<file path="config.mk">
export PLATFORM = sky130hd
export DESIGN_NAME = serial_adder
export DESIGN_NICKNAME = d
export VERILOG_FILES = /design/src/rtl/serial_adder.sv
export SDC_FILE = /design/constraint.sdc
export NUM_CORES = 1
export LEC_CHECK = 0
export CORE_ASPECT_RATIO = 1.75
export CORE_MARGIN = 5
export CORE_UTILIZATION = 50
export DETAILED_ROUTE_END_ITERATION = 10
export PLACE_DENSITY_LB_ADDON = 0.3
export REMOVE_ABC_BUFFERS = 1
export SYNTH_ARGS = -nofsm -noshare
export SYNTH_HDL_FRONTEND = slang
export SYNTH_SLANG_ARGS = --single-unit
</file>
<file path="constraint.sdc">
create_clock -name clk -period 3.7 [get_ports clk]
set_clock_uncertainty 0.1 [all_clocks]
set_input_delay 0.555 -clock clk [delete_from_list [all_inputs] [get_ports clk]]
set_output_delay 0.555 -clock clk [all_outputs]
set_load 0.03 [all_outputs]
</file>
<file path="src/rtl/serial_adder.sv">
// Bit-serial adder/subtractor: captures operands on start, processes one bit
// per cycle LSB first, and presents the registered result with a one-cycle done pulse.
module serial_adder #(
    parameter int unsigned WIDTH = 8
) (
    input  logic             clk,
    input  logic             reset,
    input  logic             start,
    input  logic             sub,
    input  logic [WIDTH-1:0] a,
    input  logic [WIDTH-1:0] b,
    output logic             busy,
    output logic             done,
    output logic [WIDTH-1:0] s,
    output logic             c
);

    localparam int unsigned CW = $clog2(WIDTH);
    localparam logic [CW-1:0] LAST = CW'(WIDTH - 1);

    typedef enum logic [1:0] {
        IDLE = 2'd0,
        ADD  = 2'd1,
        DONE = 2'd2
    } state_t;

    state_t           state_q, state_d;
    logic [WIDTH-1:0] a_q, a_d;
    logic [WIDTH-1:0] b_q, b_d;
    logic [WIDTH-1:0] res_q, res_d;
    logic [WIDTH-1:0] s_q, s_d;
    logic [CW-1:0]    cnt_q, cnt_d;
    logic             carry_q, carry_d;
    logic             c_q, c_d;
    logic             busy_q, busy_d;
    logic             done_q, done_d;
    logic             sum_bit;
    logic             carry_nx;

    // Next-state, datapath and registered-output logic
    always_comb begin
        state_d  = state_q;
        a_d      = a_q;
        b_d      = b_q;
        res_d    = res_q;
        s_d      = s_q;
        c_d      = c_q;
        cnt_d    = cnt_q;
        carry_d  = carry_q;
        sum_bit  = a_q[0] ^ b_q[0] ^ carry_q;
        carry_nx = (a_q[0] & b_q[0]) | (a_q[0] & carry_q) | (b_q[0] & carry_q);

        case (state_q)
            IDLE: begin
                if (start) begin
                    a_d     = a;
                    b_d     = sub ? ~b : b;
                    carry_d = sub;
                    cnt_d   = '0;
                    state_d = ADD;
                end
            end
            ADD: begin
                a_d     = a_q >> 1;
                b_d     = b_q >> 1;
                res_d   = {sum_bit, res_q[WIDTH-1:1]};
                carry_d = carry_nx;
                cnt_d   = cnt_q + CW'(1);
                // Outputs only update with the completed result, never mid-shift
                if (cnt_q == LAST) begin
                    s_d     = {sum_bit, res_q[WIDTH-1:1]};
                    c_d     = carry_nx;
                    state_d = DONE;
                end
            end
            DONE: begin
                state_d = IDLE;
            end
            default: begin
                state_d = IDLE;
            end
        endcase

        busy_d = (state_d != IDLE);
        done_d = (state_d == DONE);
    end

    // State register
    always_ff @(posedge clk) begin
        if (reset) begin
            state_q <= IDLE;
            a_q     <= '0;
            b_q     <= '0;
            res_q   <= '0;
            s_q     <= '0;
            c_q     <= 1'b0;
            cnt_q   <= '0;
            carry_q <= 1'b0;
            busy_q  <= 1'b0;
            done_q  <= 1'b0;
        end else begin
            state_q <= state_d;
            a_q     <= a_d;
            b_q     <= b_d;
            res_q   <= res_d;
            s_q     <= s_d;
            c_q     <= c_d;
            cnt_q   <= cnt_d;
            carry_q <= carry_d;
            busy_q  <= busy_d;
            done_q  <= done_d;
        end
    end

    assign busy = busy_q;
    assign done = done_q;
    assign s    = s_q;
    assign c    = c_q;

endmodule
</file>
### Word-level counts from Yosys, hierarchy flattened

Cells that the tools add are included.

* register bits after elaboration: 41
* output and inout bits: 11

* reduce and logical (&&, ||, !) cells: 5
* bitwise gates (word level): 8
* eq/ne operators: 4
* mux-type cells: 12
* $add $sub $neg: 1

Operator list (count)
* one-hot mux 8 bit (2 select lines): 2
* 2-to-1 mux 8 bit: 3
* inverter 8 bit: 1
* one-hot mux 3 bit (2 select lines): 1
* 2-to-1 mux 2 bit: 2
* one-hot mux 2 bit (2 select lines): 1
* AND reduction 2 bit: 2
* nonzero test 2 bit: 2
* adder 3 x 1 -> 3 bit, second input constant: 1
* bitwise AND 1 bit: 3
* == test 3 bit, second input constant: 1
* 2-to-1 mux 3 bit: 1
* == test 2 x 1 -> 1 bit, second input constant: 1
* == test 2 bit, second input constant: 1
* logical NOT 2 bit: 1
* != test 2 bit, second input constant: 1
* OR 1 bit: 2
* one-hot mux 1 bit (2 select lines): 1
* XOR 1 bit: 2
* 2-to-1 mux 1 bit: 1

### Logic depth before layout (Yosys ltp)

* word-level depth: 4
* depth in mapped cells: 6

### Worst setup path before layout

No wires, ideal clock.

* kind: input port to flip-flop
* start: in sub
* end: reg carry_q
* stages: 4
* path buffers: 1
* path slack: 2226 ps
* arrival time: 1240 ps
* cell sequence: buf_2 -> or3b_1 -> o21ai_0 -> a211oi_1

* longest elaborated chain between the ends: 2

Ends and longest elaborated chain
* start, declared: line 9 `input logic sub,`
* 2-to-1 mux 1 bit: line 55 `if (start) begin`
* one-hot mux 1 bit (2 select lines): line 53 `case (state_q)`
* end signal, assigned: line 109 `carry_q <= carry_d;`
* end, declared: line 33 `logic carry_q, carry_d;`

No other way between the ends. The select of a mux whose other input is x is not followed.
A chain may end at the register's enable or synchronous reset.

### Final worst setup path

* start: reg state_q[0]
* end: reg b_q[4]

* longest elaborated chain between the ends: 3
* elaborated cells between the ends (all ways): 6
* those cells by class: 2 x eq/ne; 1 x mux; 3 x reduce/logical

Ends and longest elaborated chain
* start, declared: line 27 `state_t state_q, state_d;`
* start signal, assigned: line 102 `state_q <= state_d;`
* == test 2 x 1 -> 1 bit or logical NOT 2 bit (tied branches): line 53
* nonzero test 2 bit (no line) or != test 2 bit (tied branches)
* AND reduction 2 bit (no line)
* end signal, assigned: line 93 `b_q <= '0;`
* end signal, assigned: line 104 `b_q <= b_d;`
* end, declared: line 29 `logic [WIDTH-1:0] b_q, b_d;`

Several ways; a longest one is shown, not always the timed one.

==> out/metrics.csv <==
stage;metric;value;unit
die;die width;52.9;um
worst_setup_path;Setup crit start kind;register;
synthesis;Synth Warn #;0;
route;drt via density;5.38;
power_and_ir_drop;Sw Pwr;0.000207;W
worst_setup_path;worst-path cell chain;nor2b_1, a22oi_1, o22ai_1;
synthesis;XOR/XNOR share of the synthesized area;4.36;%
worst_hold_path;worst hold-check path type;register to register;
die;I/O pins;31;
synthesis;Cell Area, Synth;1610;sq um
synthesis;main combinational cell family by area after synthesis;compound AO/OA/AOI/OAI gates;
cells_and_area;Final Core Density;63.2;%
clock_tree;Num CTS Buffers;5;
synthesis;post-synthesis adder-cell area fraction;2.80;%
route;Pre-Repair DR Iteration Count;4;
cells_and_area;share of layout cells above drive strength 1;5.73;%
run_status;status;complete, no violations;
worst_setup_path;critical path's top delay family;simple AND/OR/NAND/NOR gates;
worst_setup_path;slowest stage cell, crit path;nor2b_1;
sta;Hold WS;0.356;ns
power_and_ir_drop;Sw Ratio;24.2;%
synthesis;mux share of post-synthesis cell area;6.23;%
grt;vias in the first global route;1255;
job;number of max-cap violations;0;
sta;Final period util;55.2;%
synthesis;Seq/Total Area, Yosys;49.8;%
power_and_ir_drop;total power;0.000852;W
worst_setup_path;Max Fanout on Critical Path;17;
synthesis;Post-Syn Area per Cell;9.74;sq um
sta;final hold violations;0;
power_and_ir_drop;Internal Pwr Total;0.000646;W
route;Residual DRC;0;
grt;largest net degree at the start of global routing;25;
placement;dpl hpwl;2230;um
sta;Setup TNS;0;ns
cells_and_area;Antenna Cells;0;
synthesis;Simple-Gate Fraction of Synth Area;12.5;%
clock_tree;htree depth;2;
sta;post-route minimum period;2.04;ns
clock_tree;Worst-path clk slew;0.07;ns
clock_tree;CTS tree;built;
route;Avg WL per Cell;13.4;um
synthesis;Synth Area in Compound Gates;19.1;%
grt;gr ovfl total;0;
power_and_ir_drop;sequential power share;54.2;%
worst_setup_path;Crit path required time;3.81;ns
sta;Slew @ Worst Pin;1.12;ns
clock_tree;CTS root buffer;clkbuf_8;
cells_and_area;area delta synth->final;23.4;%
cells_and_area;Nets;214;
clock_tree;Clk Latency, worst-skew pair;0.29;ns
sta;final setup violation count;0;
route;Post-DRT Antenna Nets;0;
grt;global-route wire length before repair;5190;um
die;die height;85.0;um
power_and_ir_drop;maximum VDD drop;306;uV
worst_setup_path;R2R Setup Slk;1.66;ns
clock_tree;CTS Hold Bufs;0;
die;Std-Cell Rows;27;
sta;RSZ-0062 raised after global routing;false;
sta;Worst slew margin;25.4;%
die;die area;4490;sq um
sta;final worst slack;1.66;ns
worst_setup_path;crit path kind;register to register;
sta;Max Freq;490;MHz
worst_setup_path;data arrival time of the worst path;2.15;ns
power_and_ir_drop;Comb pwr share;10.9;%
worst_setup_path;CP Buf/Inv Count;0;
synthesis;Syn Inst Count;165;
route;Iter 0 DRT Violations;33;
power_and_ir_drop;Pwr per Cell Area;430;nW/um^2
placement;setup slack at placement;1.57;ns
power_and_ir_drop;static leakage;0.779;nW
clock_tree;clk buf depth;2;
clock_tree;# Post-CTS Setup Buffers;0;
synthesis;#FFs+latches synth;40;
route;WL final;3140;um
grt;GRT Util Overall;15.1;%
die;starting density of the core;51.2;%
die;Core Box Area;3140;sq um
synthesis;post-synth cell types;26;
route;Vias;1265;
worst_setup_path;slowest stage delay, CP;0.93;ns
clock_tree;clock sinks;40;
cells_and_area;Fillers;283;
sta;final-report max-slew violation count;0;
placement;I/O Buffers;30;
clock_tree;Post-CTS Resized;0;
worst_setup_path;Crit. End Element;register;
grt;antenna violations before repair;0;
power_and_ir_drop;Clock power frac;34.8;%
placement;Routability Congestion;0.745;
-- registers in the layout, indices dropped and copies added, names as in the netlist, 2 cells and up --
signal / flops
s: 8
state_q: 2
res_q: 7
b_q: 8
a_q: 8
cnt_q: 3
-- layout by cell type (no fill, tap or decap), drive strengths merged, types with 2 or more instances in the layout --
cell            n
a211oi          9
a21oi           7
a22oi          11
clkbuf          6
clkdlybuf4s50  30
clkinv          2
dfxtp          40
ha              2
inv             2
mux2i          10
nand2          14
nand2b          3
nor2           25
o22ai          14
xnor2           7
-- layout make-up --
class	count	area [sq um]	area share, %
well taps	43	53.8	2.71
clock buffers	6	82.6	4.16
flip-flops and latches	40	801	40.4
inverters	2	7.51	0.378
repair buffers	31	308	15.5
multi-input cells	111	722	36.4
clock inverters	2	10.0	0.504
-- routing by layer --
layer / track usage [%] / wire (um) / vias up
met5: 0 / 0 / -
met4: 7.67 / 51 / 0
met3: 4.22 / 117 / 5
met2: 26.0 / 1670 / 25
met1: 16.0 / 1300 / 606
li1: - / - / 629
-- tightest hold or removal path, delay by kind of cell (launching register included) --
family / cells / cell delay [ns]
flip-flops: 1 / 0.31
AND/OR/NAND/NOR: 1 / 0.05
AO/OA/AOI/OAI: 1 / 0.05
-- worst paths after layout --
check | cells after the start | to | start
setup reg to reg | 3 | b_q[4] | state_q[0]
hold reg to reg | 2 | res_q[1] | res_q[1]
setup / recovery | 3 | b_q[4] | state_q[0]
hold / removal | 2 | res_q[1] | res_q[1]
-- stage by stage --
step / std cells / cell area [sq um]
3_5_place_dp: 227 / 1890
6_report: 235 / 1980
4_1_cts: 235 / 1980
2_1_floorplan: 153 / 1530
5_1_grt: 235 / 1980
3_3_place_gp: 227 / 1890
-- power by group through the flow --
| stage | Sequential [W] | Clock (W) | Combinational (W) |
|---|---|---|---|
| 2_1_floorplan | 0.000471 | 0 | 0.0000493 |
| 3_3_place_gp | 0.000471 | 0 | 0.0000896 |
| 3_5_place_dp | 0.000472 | 0 | 0.0000936 |
| 4_1_cts | 0.000462 | 0.000300 | 0.0000943 |
| 5_1_grt | 0.000465 | 0.000321 | 0.000103 |
| 6_report | 0.000462 | 0.000297 | 0.0000931 |
-- synth_stat cells --
| cell | number | area (sq um) |
|---|---|---|
| a211oi_1 | 9 | 67.6 |
| xnor2_1 | 7 | 61.3 |
| fa_1 | 1 | 20.0 |
| clkbuf_1 | 3 | 11.3 |
| inv_1 | 2 | 7.51 |
| o22ai_1 | 14 | 87.6 |
| o21bai_4 | 1 | 18.8 |
| a21oi_1 | 7 | 35.0 |
| nand3b_1 | 1 | 7.51 |
| buf_6 | 3 | 33.8 |
| nor2_1 | 25 | 93.8 |
| buf_4 | 2 | 15.0 |
| buf_1 | 2 | 7.51 |
| o21ba_1 | 1 | 10.0 |
| nand2_1 | 14 | 52.6 |
| nor2b_1 | 1 | 6.26 |
| o21ai_0 | 1 | 5.00 |
| a22oi_1 | 11 | 82.6 |
| ha_1 | 2 | 25.0 |
| xor2_1 | 1 | 8.76 |
| nand2b_1 | 3 | 18.8 |
| mux2i_1 | 10 | 100 |
| or3b_1 | 1 | 8.76 |
| dfxtp_1 | 40 | 801 |
| buf_2 | 2 | 10.0 |
| nor3b_2 | 1 | 12.5 |
-- logic make-up (layout without fill, tap and decap cells) --
kind of cell             count (synthesis)  after routing
XOR/XNOR                                 8              8
multiplexers                            10             10
flip-flops                              40             40
adder cells (fa/ha/maj)                  3              3
AND/OR/NAND/NOR                         46             46
buffers and inverters                   14             41
AO/OA/AOI/OAI                           44             44
No activity file was read; power rests on OpenSTA's default activity.
